$ cat config.mk
export PLATFORM = sky130hd
export DESIGN_NAME = alu_pipe_hs_flat
export DESIGN_NICKNAME = d
export VERILOG_FILES = /design/src/rtl/alu_pipe_hs_if.sv /design/src/rtl/alu_pipe_hs.sv /design/src/flat_wrapper.sv
export SDC_FILE = /design/constraint.sdc
export NUM_CORES = 2
export LEC_CHECK = 0
export CAP_MARGIN = 10
export CORE_MARGIN = 2
export CORE_UTILIZATION = 55
export DETAILED_ROUTE_END_ITERATION = 8
export PLACE_DENSITY = 0.72
export SYNTH_ARGS = -nofsm -noshare
export SYNTH_HDL_FRONTEND = slang
export SYNTH_SLANG_ARGS = --single-unit
$ cat constraint.sdc
create_clock -name clk -period 19.47 [get_ports clk]
set_clock_uncertainty 0.1 [all_clocks]
set_input_delay 5.841 -clock clk [delete_from_list [all_inputs] [get_ports clk]]
set_output_delay 5.841 -clock clk [all_outputs]
set_load 0.01 [all_outputs]
$ cat src/rtl/alu_pipe_hs_if.sv
`default_nettype none
// ============================================================================
// alu_pipe_hs_if : operand/result handshake bundle for alu_pipe_hs. Rev 1.0
// ============================================================================
interface alu_pipe_hs_if #(
  parameter int WIDTH = 32
);
  logic                 in_valid;
  logic                 in_ready;
  logic [WIDTH-1:0]     a_in;
  logic [WIDTH-1:0]     b_in;
  logic [4:0]           opcode;
  logic                 out_valid;
  logic                 out_ready;
  logic [2*WIDTH-1:0]   result;
  logic                 out_err;
  logic [3:0]           flags;

  modport master (
    output in_valid, a_in, b_in, opcode, out_ready,
    input  in_ready, out_valid, result, out_err, flags
  );

  modport slave (
    input  in_valid, a_in, b_in, opcode, out_ready,
    output in_ready, out_valid, result, out_err, flags
  );
endinterface

`default_nettype wire

$ cat src/rtl/alu_pipe_hs.sv
`default_nettype none
// ============================================================================
// alu_pipe_hs : 3-stage valid/ready ALU with iterative signed divider.
// Macro ALU_PIPE_FLAGS_EN adds registered NZCV flags.            Rev 1.0
// ============================================================================
module alu_pipe_hs #(
  parameter int WIDTH = 32,
  parameter int SHW   = $clog2(WIDTH)
) (
  input  wire          clk,
  input  wire          clear_n,
  alu_pipe_hs_if.slave bus
);

  localparam logic [4:0] c_OP_ADD  = 5'b00011;
  localparam logic [4:0] c_OP_SUB  = 5'b00100;
  localparam logic [4:0] c_OP_AND  = 5'b00101;
  localparam logic [4:0] c_OP_OR   = 5'b00110;
  localparam logic [4:0] c_OP_ROR  = 5'b00111;
  localparam logic [4:0] c_OP_ROL  = 5'b01000;
  localparam logic [4:0] c_OP_SHR  = 5'b01001;
  localparam logic [4:0] c_OP_SHRA = 5'b01010;
  localparam logic [4:0] c_OP_SHL  = 5'b01011;
  localparam logic [4:0] c_OP_DIV  = 5'b01111;
  localparam logic [4:0] c_OP_MUL  = 5'b10000;
  localparam logic [4:0] c_OP_NEG  = 5'b10001;
  localparam logic [4:0] c_OP_NOT  = 5'b10010;
  localparam int         c_CNT_W   = $clog2(WIDTH + 1);

  typedef enum logic [1:0] {
    DIV_IDLE = 2'd0,
    DIV_CALC = 2'd1,
    DIV_DONE = 2'd2
  } div_state_t;

  logic                 r_live;
  logic                 r_s1_vld, r_s2_vld, r_s3_vld;
  logic [WIDTH-1:0]     r_s1_a, r_s1_b, r_s2_a, r_s2_b;
  logic [4:0]           r_s1_op, r_s2_op;
  logic [2*WIDTH-1:0]   r_s3_res;
  logic                 r_s3_err;

  div_state_t           r_dst, w_dst_nxt;
  logic [c_CNT_W-1:0]   r_cnt;
  logic [WIDTH-1:0]     r_dq, r_rem, r_dvs;
  logic                 r_neg_q, r_neg_r;

  logic                 w_stall3, w_s2_div, w_s2_hold, w_s2_fire, w_in_ready;
  logic [WIDTH-1:0]     w_a_mag, w_b_mag, w_div_q, w_div_r;
  logic [WIDTH:0]       w_rem_sh, w_diff;
  logic                 w_qbit;
  logic [SHW-1:0]       w_sh;
  logic [2*WIDTH-1:0]   w_mul, w_rol, w_ror;
  logic signed [WIDTH-1:0] w_sra;
  logic [WIDTH-1:0]     w_lo, w_hi;
  logic                 w_err;

  // A DIV in S2 blocks everything behind it until its result is handed to S3.
  assign w_stall3   = r_s3_vld && !bus.out_ready;
  assign w_s2_div   = r_s2_vld && (r_s2_op == c_OP_DIV);
  assign w_s2_hold  = r_s2_vld && (w_stall3 || (w_s2_div && (r_dst != DIV_DONE)));
  assign w_s2_fire  = r_s2_vld && !w_s2_hold;
  assign w_in_ready = r_live && !(r_s1_vld && w_s2_hold);

  always_ff @(posedge clk or negedge clear_n) begin
    if (!clear_n) begin
      r_live   <= 1'b0;
      r_s1_vld <= 1'b0;
      r_s1_a   <= '0;
      r_s1_b   <= '0;
      r_s1_op  <= '0;
      r_s2_vld <= 1'b0;
      r_s2_a   <= '0;
      r_s2_b   <= '0;
      r_s2_op  <= '0;
    end else begin
      r_live <= 1'b1;
      if (w_in_ready) begin
        r_s1_vld <= bus.in_valid;
        if (bus.in_valid) begin
          r_s1_a  <= bus.a_in;
          r_s1_b  <= bus.b_in;
          r_s1_op <= bus.opcode;
        end
      end
      if (!w_s2_hold) begin
        r_s2_vld <= r_s1_vld;
        if (r_s1_vld) begin
          r_s2_a  <= r_s1_a;
          r_s2_b  <= r_s1_b;
          r_s2_op <= r_s1_op;
        end
      end
    end
  end

  always_ff @(posedge clk or negedge clear_n) begin
    if (!clear_n) r_dst <= DIV_IDLE;
    else          r_dst <= w_dst_nxt;
  end

  always_comb begin
    w_dst_nxt = r_dst;
    unique case (r_dst)
      DIV_IDLE: if (w_s2_div) w_dst_nxt = (r_s2_b == '0) ? DIV_DONE : DIV_CALC;
      DIV_CALC: if (r_cnt == c_CNT_W'(1)) w_dst_nxt = DIV_DONE;
      DIV_DONE: if (w_s2_fire) w_dst_nxt = DIV_IDLE;
      default:  w_dst_nxt = DIV_IDLE;
    endcase
  end

  // Restoring division on magnitudes; signs are reapplied once the loop ends.
  assign w_a_mag  = r_s2_a[WIDTH-1] ? -r_s2_a : r_s2_a;
  assign w_b_mag  = r_s2_b[WIDTH-1] ? -r_s2_b : r_s2_b;
  assign w_rem_sh = {r_rem, r_dq[WIDTH-1]};
  assign w_diff   = w_rem_sh - {1'b0, r_dvs};
  assign w_qbit   = !w_diff[WIDTH];
  assign w_div_q  = r_neg_q ? -r_dq : r_dq;
  assign w_div_r  = r_neg_r ? -r_rem : r_rem;

  always_ff @(posedge clk or negedge clear_n) begin
    if (!clear_n) begin
      r_cnt   <= '0;
      r_dq    <= '0;
      r_rem   <= '0;
      r_dvs   <= '0;
      r_neg_q <= 1'b0;
      r_neg_r <= 1'b0;
    end else if (r_dst == DIV_IDLE) begin
      if (w_s2_div) begin
        r_cnt   <= c_CNT_W'(WIDTH);
        r_dq    <= w_a_mag;
        r_rem   <= '0;
        r_dvs   <= w_b_mag;
        r_neg_q <= r_s2_a[WIDTH-1] ^ r_s2_b[WIDTH-1];
        r_neg_r <= r_s2_a[WIDTH-1];
      end
    end else if (r_dst == DIV_CALC) begin
      r_cnt <= r_cnt - 1'b1;
      r_dq  <= {r_dq[WIDTH-2:0], w_qbit};
      r_rem <= w_qbit ? w_diff[WIDTH-1:0] : w_rem_sh[WIDTH-1:0];
    end
  end

  assign w_sh  = r_s2_b[SHW-1:0];
  assign w_mul = $signed({{WIDTH{r_s2_a[WIDTH-1]}}, r_s2_a}) *
                 $signed({{WIDTH{r_s2_b[WIDTH-1]}}, r_s2_b});
  assign w_rol = {r_s2_a, r_s2_a} << w_sh;
  assign w_ror = {r_s2_a, r_s2_a} >> w_sh;
  assign w_sra = $signed(r_s2_a) >>> w_sh;

  always_comb begin
    w_lo  = '0;
    w_hi  = '0;
    w_err = 1'b0;
    case (r_s2_op)
      c_OP_ADD:  w_lo = r_s2_a + r_s2_b;
      c_OP_SUB:  w_lo = r_s2_a - r_s2_b;
      c_OP_AND:  w_lo = r_s2_a & r_s2_b;
      c_OP_OR:   w_lo = r_s2_a | r_s2_b;
      c_OP_ROR:  w_lo = w_ror[WIDTH-1:0];
      c_OP_ROL:  w_lo = w_rol[2*WIDTH-1:WIDTH];
      c_OP_SHR:  w_lo = r_s2_a >> w_sh;
      c_OP_SHRA: w_lo = w_sra;
      c_OP_SHL:  w_lo = r_s2_a << w_sh;
      c_OP_MUL:  {w_hi, w_lo} = w_mul;
      c_OP_NEG:  w_lo = -r_s2_b;
      c_OP_NOT:  w_lo = ~r_s2_b;
      c_OP_DIV: begin
        if (r_s2_b == '0) begin
          w_lo  = '1;
          w_hi  = r_s2_a;
          w_err = 1'b1;
        end else begin
          w_lo = w_div_q;
          w_hi = w_div_r;
        end
      end
      default:   w_err = 1'b1;
    endcase
  end

  always_ff @(posedge clk or negedge clear_n) begin
    if (!clear_n) begin
      r_s3_vld <= 1'b0;
      r_s3_res <= '0;
      r_s3_err <= 1'b0;
    end else if (!w_stall3) begin
      r_s3_vld <= w_s2_fire;
      if (w_s2_fire) begin
        r_s3_res <= {w_hi, w_lo};
        r_s3_err <= w_err;
      end
    end
  end

`ifdef ALU_PIPE_FLAGS_EN
  logic [3:0] r_s3_flg;
  logic       w_fn, w_fz, w_fc, w_fv, w_wide;

  always_comb begin
    w_wide = (r_s2_op == c_OP_MUL) || (r_s2_op == c_OP_DIV);
    w_fn   = w_wide ? w_hi[WIDTH-1] : w_lo[WIDTH-1];
    w_fz   = (w_hi == '0) && (w_lo == '0);
    w_fc   = 1'b0;
    w_fv   = 1'b0;
    // Carry/borrow derived from the W-bit result to avoid a wider adder.
    case (r_s2_op)
      c_OP_ADD: begin
        w_fc = (w_lo < r_s2_a);
        w_fv = (r_s2_a[WIDTH-1] == r_s2_b[WIDTH-1]) && (w_lo[WIDTH-1] != r_s2_a[WIDTH-1]);
      end
      c_OP_SUB: begin
        w_fc = (r_s2_a >= r_s2_b);
        w_fv = (r_s2_a[WIDTH-1] != r_s2_b[WIDTH-1]) && (w_lo[WIDTH-1] != r_s2_a[WIDTH-1]);
      end
      c_OP_NEG: w_fv = (r_s2_b == {1'b1, {(WIDTH-1){1'b0}}});
      default:  w_fv = 1'b0;
    endcase
  end

  always_ff @(posedge clk or negedge clear_n) begin
    if (!clear_n)                   r_s3_flg <= 4'b0000;
    else if (!w_stall3 && w_s2_fire) r_s3_flg <= {w_fn, w_fz, w_fc, w_fv};
  end

  assign bus.flags = r_s3_flg;
`else
  assign bus.flags = 4'b0000;
`endif

  assign bus.in_ready  = w_in_ready;
  assign bus.out_valid = r_s3_vld;
  assign bus.result    = r_s3_res;
  assign bus.out_err   = r_s3_err;

endmodule

`default_nettype wire

$ cat src/flat_wrapper.sv
// flat-port wrapper written by rule: the top's interface ports become plain ports
module alu_pipe_hs_flat 
#(
  parameter int WIDTH = 32,
  parameter int SHW   = $clog2(WIDTH)
)
  (clk, clear_n, bus_in_valid, bus_a_in, bus_b_in, bus_opcode, bus_out_ready, bus_in_ready, bus_out_valid, bus_result, bus_out_err, bus_flags);
  alu_pipe_hs_if #(.WIDTH(WIDTH)) bus_i ();
  input  wire clk;
  input  wire clear_n;
  input wire logic [$bits(bus_i.in_valid)-1:0] bus_in_valid;
  input wire logic [$bits(bus_i.a_in)-1:0] bus_a_in;
  input wire logic [$bits(bus_i.b_in)-1:0] bus_b_in;
  input wire logic [$bits(bus_i.opcode)-1:0] bus_opcode;
  input wire logic [$bits(bus_i.out_ready)-1:0] bus_out_ready;
  output wire logic [$bits(bus_i.in_ready)-1:0] bus_in_ready;
  output wire logic [$bits(bus_i.out_valid)-1:0] bus_out_valid;
  output wire logic [$bits(bus_i.result)-1:0] bus_result;
  output wire logic [$bits(bus_i.out_err)-1:0] bus_out_err;
  output wire logic [$bits(bus_i.flags)-1:0] bus_flags;
  assign bus_i.in_valid = bus_in_valid;
  assign bus_i.a_in = bus_a_in;
  assign bus_i.b_in = bus_b_in;
  assign bus_i.opcode = bus_opcode;
  assign bus_i.out_ready = bus_out_ready;
  assign bus_in_ready = bus_i.in_ready;
  assign bus_out_valid = bus_i.out_valid;
  assign bus_result = bus_i.result;
  assign bus_out_err = bus_i.out_err;
  assign bus_flags = bus_i.flags;
  alu_pipe_hs #(.WIDTH(WIDTH), .SHW(SHW)) u_core (.clk(clk), .clear_n(clear_n), .bus(bus_i));
endmodule
Yosys cells after proc, flatten, opt, wreduce, memory -nomap -nowiden
Cells that the tools add are included.
{"block": "op_classes", "reduce_logical": 22, "n_mul": 1, "n_eq_ne": 20, "n_addsub": 8, "n_mux": 25, "shift": 5, "bitwise": 6}
{"cell": "2-to-1 mux 32 bit", "n": 13}
{"cell": "case mux 32 bit (13 select lines)", "n": 1}
{"cell": "negation 32 bit", "n": 4}
{"cell": "multiplier 32 x 32 -> 64 bit", "n": 1}
{"cell": "case mux 32 bit (2 select lines)", "n": 1}
{"cell": "<< shifter 64 x 5 -> 64 bit", "n": 1}
{"cell": ">> shifter 64 x 5 -> 32 bit", "n": 1}
{"cell": "subtractor 33 x 32 -> 33 bit", "n": 1}
{"cell": "adder 32 bit", "n": 1}
{"cell": "bitwise AND 32 bit", "n": 1}
{"cell": "logical NOT 32 bit", "n": 1}
{"cell": "NOT 32 bit", "n": 1}
{"cell": "bitwise OR 32 bit", "n": 1}
{"cell": "<< shifter 32 x 5 -> 32 bit", "n": 1}
{"cell": ">> shifter 32 x 5 -> 32 bit", "n": 1}
{"cell": ">>> shifter 32 x 5 -> 32 bit", "n": 1}
{"cell": "subtractor 32 bit", "n": 1}
{"cell": "equality test 5 x 4 -> 1 bit (second input constant)", "n": 5}
{"cell": "equality test 5 x 3 -> 1 bit (second input constant)", "n": 4}
{"cell": "2-to-1 mux 6 bit", "n": 3}
{"cell": "equality test 5 bit (second input constant)", "n": 3}
{"cell": "OR reduction 12 bit", "n": 1}
{"cell": "AND reduction 2 bit", "n": 5}
{"cell": "2-to-1 mux 2 bit", "n": 4}
{"cell": "other kinds (18)", "n": 30}
{"block": "word_totals", "word_cells": 106, "output_inout_bits": 71, "reg_bits": 313, "in_bits": 73}

Logic depth before layout (Yosys ltp)
{"block": "logic_depth", "depth_word": 9, "ltp_mapped": 33, "ltp_nobuf": 28}

Worst setup path before layout
OpenSTA, ideal clock, no wires.
{"block": "synth_timing", "path_kind": "input port to output port", "from": "in bus_out_ready", "to": "out bus_in_ready", "cell_stages": 4, "setup_slack_ns": 7.115, "required_time_ns": 13.529, "arrival_ns": 6.414, "path_buffers": 0, "path_cell_list": "nor2b_1 a21oi_1 nand2b_1 o21a_1"}
{"block": "synth_between", "elab_chain_cells": 7}
{"item": "from (decl)", "line": "flat_wrapper.sv:15", "source": "input wire logic [$bits(bus_i.out_ready)-1:0] bus_out_ready;"}
{"item": "logical NOT 1 bit", "line": "alu_pipe_hs.sv:59", "source": "assign w_stall3 = r_s3_vld && !bus.out_ready;"}
{"item": "logical AND 1 bit", "line": "alu_pipe_hs.sv:59"}
{"item": "logical OR 1 bit", "line": "alu_pipe_hs.sv:61", "source": "assign w_s2_hold = r_s2_vld && (w_stall3 || (w_s2_div && (r_dst != DIV_DONE)));"}
{"item": "logical AND 1 bit", "line": "alu_pipe_hs.sv:61"}
{"item": "logical AND 1 bit", "line": "alu_pipe_hs.sv:63", "source": "assign w_in_ready = r_live && !(r_s1_vld && w_s2_hold);"}
{"item": "logical NOT 1 bit", "line": "alu_pipe_hs.sv:63"}
{"item": "logical AND 1 bit", "line": "alu_pipe_hs.sv:63"}
{"item": "to (decl)", "line": "flat_wrapper.sv:16", "source": "output wire logic [$bits(bus_i.in_ready)-1:0] bus_in_ready;"}
Every way passes these cells.

Final worst setup path
Same ends and word-level chain as after synthesis.

==> summary.md <==
| Metric | Value |
|---|---|
| Number of synthesized flops with an enable pin | `0` |
| Synth Register Bits | `approximately 310` |
| Sequential area share after synthesis | `0.129` |
| Maximum buffer depth of the clock tree | `3` |
| Cell Chain, Critical Path | `clkdlybuf4s50_1 > nor2b_1 > a21oi_1 > nand2b_1 > o21a_1 > clkdlybuf4s50_1` |
| CTS root buffer | `clkbuf_16` |
| Critical path arrival | `7.70 ns` |
| CP required | `~14 ns` |
| Post-route clock period utilization | `0.700` |
| Slew HR | `0.173` |
| Setup TNS | `0 ns` |
| Routed Antenna Nets | `0` |
| Die footprint | `roughly 110000 um^2` |
| Clk_lat worst skew | `~0.60 ns` |
| Num ports | `approximately 140` |
| # Max-Cap Violations | `0` |
| Die width | `approximately 340 um` |
| Core area | `109000 um^2` |
| YS warnings | `0` |
| Crit path max-delay family | `buffers and inverters` |
| Hold Fails Final Rpt | `0` |
| Total GRT Usage | `0.384` |
| Starting Density | `0.556` |
| Syn-to-layout area delta | `6.28%` |
| Global-route wire length before repair | `324000 um` |
| Slowest CP cell | `clkdlybuf4s50_1` |
| Antenna violations before repair | `17` |
| Fraction of layout cells with a size suffix above 1 | `0.0636` |
| Placer Congestion | `roughly 1.1` |
| Max Slew Vio Count | `0` |
| Status | `finished, final reports clean` |
| Worst-path clk slew | `0.06 ns` |
| Setup-failing EPs final | `0` |
| Vias | `50817` |
| Post-cts resize count | `0` |
| Unique masters post-synth | `85` |
| Dpl hpwl | `around 150000 um` |
| Hold buffers post-CTS | `0` |
| GRT Residual Overflow | `0` |
| Pin count of the biggest net entering global routing | `129` |
| DR vias/cell | `about 6.2` |
| IO Port Bufs | `~140` |
| DRC viols | `0` |
| CP max stage delay | `0.56 ns` |
| Crit start category | `input pin` |
| Row cnt | `around 120` |
| Worst-Margin Slew | `between 1 and 1.5 ns` |
| Fmax achieved | `approximately 73 MHz` |
| Maximum fanout along the worst path | `3` |
| Tmin final | `13.64 ns` |
| Final WL | `between 200000 and 250000 um` |
| Asr flop ratio synth | `1.00` |
| RSZ-0062 raised after global routing | `false` |
| Starting DRC count in detailed routing | `5245` |
| Crit Path Class | `in -> out` |
| Total CTS buffers | `36` |
| Vias in the first global route | `52362` |
| Drt pass-1 iters | `6` |
| Die Y-Extent | `between 300 and 400 um` |
| Final net count | `8101` |
| CTS tree | `done` |
| H-tree depth | `2` |
| Crit path buf inv count | `2` |
| Mapped cell area | `roughly 61000 um^2` |
| Main flop type after synthesis | `dfrtp_1` |
| CTS sink count | `about 310` |
| HP Class | `reg -> reg` |
| Post-CTS setup buffer count | `0` |
| CP Capture Type | `output pin` |
| Synth Instances | `6856` |
| Most Frequent Cell on Critical Path | `clkdlybuf4s50_1` |
| Avg Cell Area, Syn | `8.85 um^2` |
| DR WL/cell | `between 20 and 30 um` |
==> per-stage QoR <==
| step | utilization | setup WS (ns) | std cells | hold slack (ns) | area [um^2] |
|---|---|---|---|---|---|
| floorplan | - | 7.11 | 6859 | 0.348 | 60700 |
| global placement | 0.579 | 5.87 | 8121 | 0.366 | 63200 |
| detailed placement | 0.579 | 5.84 | 8122 | 0.373 | 63200 |
| CTS | 0.590 | 5.83 | 8187 | 0.385 | 64500 |
| global route | 0.590 | 5.74 | 8188 | 0.408 | 64500 |
| finish | 0.591 | 5.83 | 8192 | 0.384 | 64500 |
==> registers in the layout, indices dropped and copies added (netlist names), 2 cells and up <==
name and flops:
u_core.r_cnt 6, u_core.r_rem 32, u_core.r_s2_a 32, u_core.r_dq 32
u_core.r_s2_op 5, u_core.r_s1_b 32, u_core.r_s1_op 5, u_core.r_dst 2
u_core.r_s1_a 32, u_core.r_s2_b 32, u_core.bus.result 64, u_core.r_dvs 32
==> worst paths after layout <==
kind                       depth (start not counted)                          start  slack, ns                                end
setup / recovery                                   6                  bus_out_ready       5.83                       bus_in_ready
min in group asynchronous                          1                        clear_n       5.23        u_core.r_dvs[6]$_DFFE_PN0P_
setup reg to reg                                  27  u_core.r_s2_a[31]$_DFFE_PN0P_       9.90  u_core.bus.result[60]$_DFFE_PN0P_
hold reg to reg                                    2    u_core.r_dvs[5]$_DFFE_PN0P_       0.38        u_core.r_dvs[5]$_DFFE_PN0P_
max in group asynchronous                          2                        clear_n      12.46       u_core.r_s2_b[0]$_DFFE_PN0P_
hold / removal                                     2    u_core.r_dvs[5]$_DFFE_PN0P_       0.38        u_core.r_dvs[5]$_DFFE_PN0P_
==> cell usage in the layout, fill, tap and decap left out, types with 28 or more instances in the layout <==
cell,instances
a211oi_1,49
a21o_1,82
a21oi_1,289
a221oi_1,28
a22oi_1,34
a31oi_1,35
and2_1,516
buf_4,129
clkbuf_16,37
clkdlybuf4s50_1,138
dfrtp_1,286
fa_1,1084
ha_1,260
inv_1,996
mux2_2,151
mux2i_1,83
nand2_1,802
nand2b_1,56
nand3_1,75
nor2_1,378
nor3_1,53
o211ai_1,34
o21ai_0,307
o22ai_1,29
o311ai_0,29
o31ai_1,41
or3_1,29
xnor2_1,113
xor2_1,178
==> per-layer routing <==
metal  GRT usage  wire (um)  part of all wire
met5           0         77           0.00036
met1       0.520      82300              0.39
met2       0.586      92800              0.44
met3      0.0908      24500              0.12
met4       0.175      11700             0.056
==> cell usage after synthesis, drive strengths merged, types with 23 or more instances <==
library cell	instances	area, um^2
a211oi	49	368
a21o	82	616
a21oi	289	1450
a221oi	30	275
a22oi	34	255
a31oi	35	219
and2	516	3230
buf	107	432
clkbuf	376	1410
dfrtp	313	7830
fa	1084	21700
ha	260	3250
inv	998	3750
mux2	151	1700
mux2i	83	831
nand2	806	3030
nand2b	56	350
nand3	76	380
nand4	24	156
nor2	381	1430
nor3	55	287
nor4	23	144
o211ai	34	255
o21ai	316	1580
o22ai	29	181
o311ai	29	254
o31ai	41	308
or3	30	193
xnor2	113	990
xor2	179	1570
==> tightest hold or removal path, cell delays in order, from the launching register on <==
cell	delay, ns
dfrtp_1	0.34
nand2_1	0.04
o21ai_0	0.06
==> cell families (layout without fill, tap and decap cells) <==
group / after synthesis / in the layout / share of synthesized area
other: 2 / 10 / 0.000124
AND/OR/NAND/NOR: 2058 / 2058 / 0.162
multiplexers: 247 / 247 / 0.0466
buffers and inverters: 1485 / 1337 / 0.0924
XOR/XNOR: 292 / 292 / 0.0422
AO/OA/AOI/OAI: 1115 / 1115 / 0.116
adder cells (fa/ha/maj): 1344 / 1344 / 0.411
flip-flops: 313 / 313 / 0.129
==> layout make-up <==
cell class | count | area, um^2
Multi-Input combinational cell | 5061 | 47300
Inverter | 1002 | 3760
Clock inverter | 20 | 250
Clock buffer | 45 | 1010
Sequential cell | 313 | 7880
Timing Repair Buffer | 270 | 2390
Fill cell | 9480 | 44700
Antenna cell | 5 | 12.5
Tap cell | 1476 | 1850
Power is not shown: default switching activity piles up to over one toggle a cycle in this logic, so the estimate is an artifact.
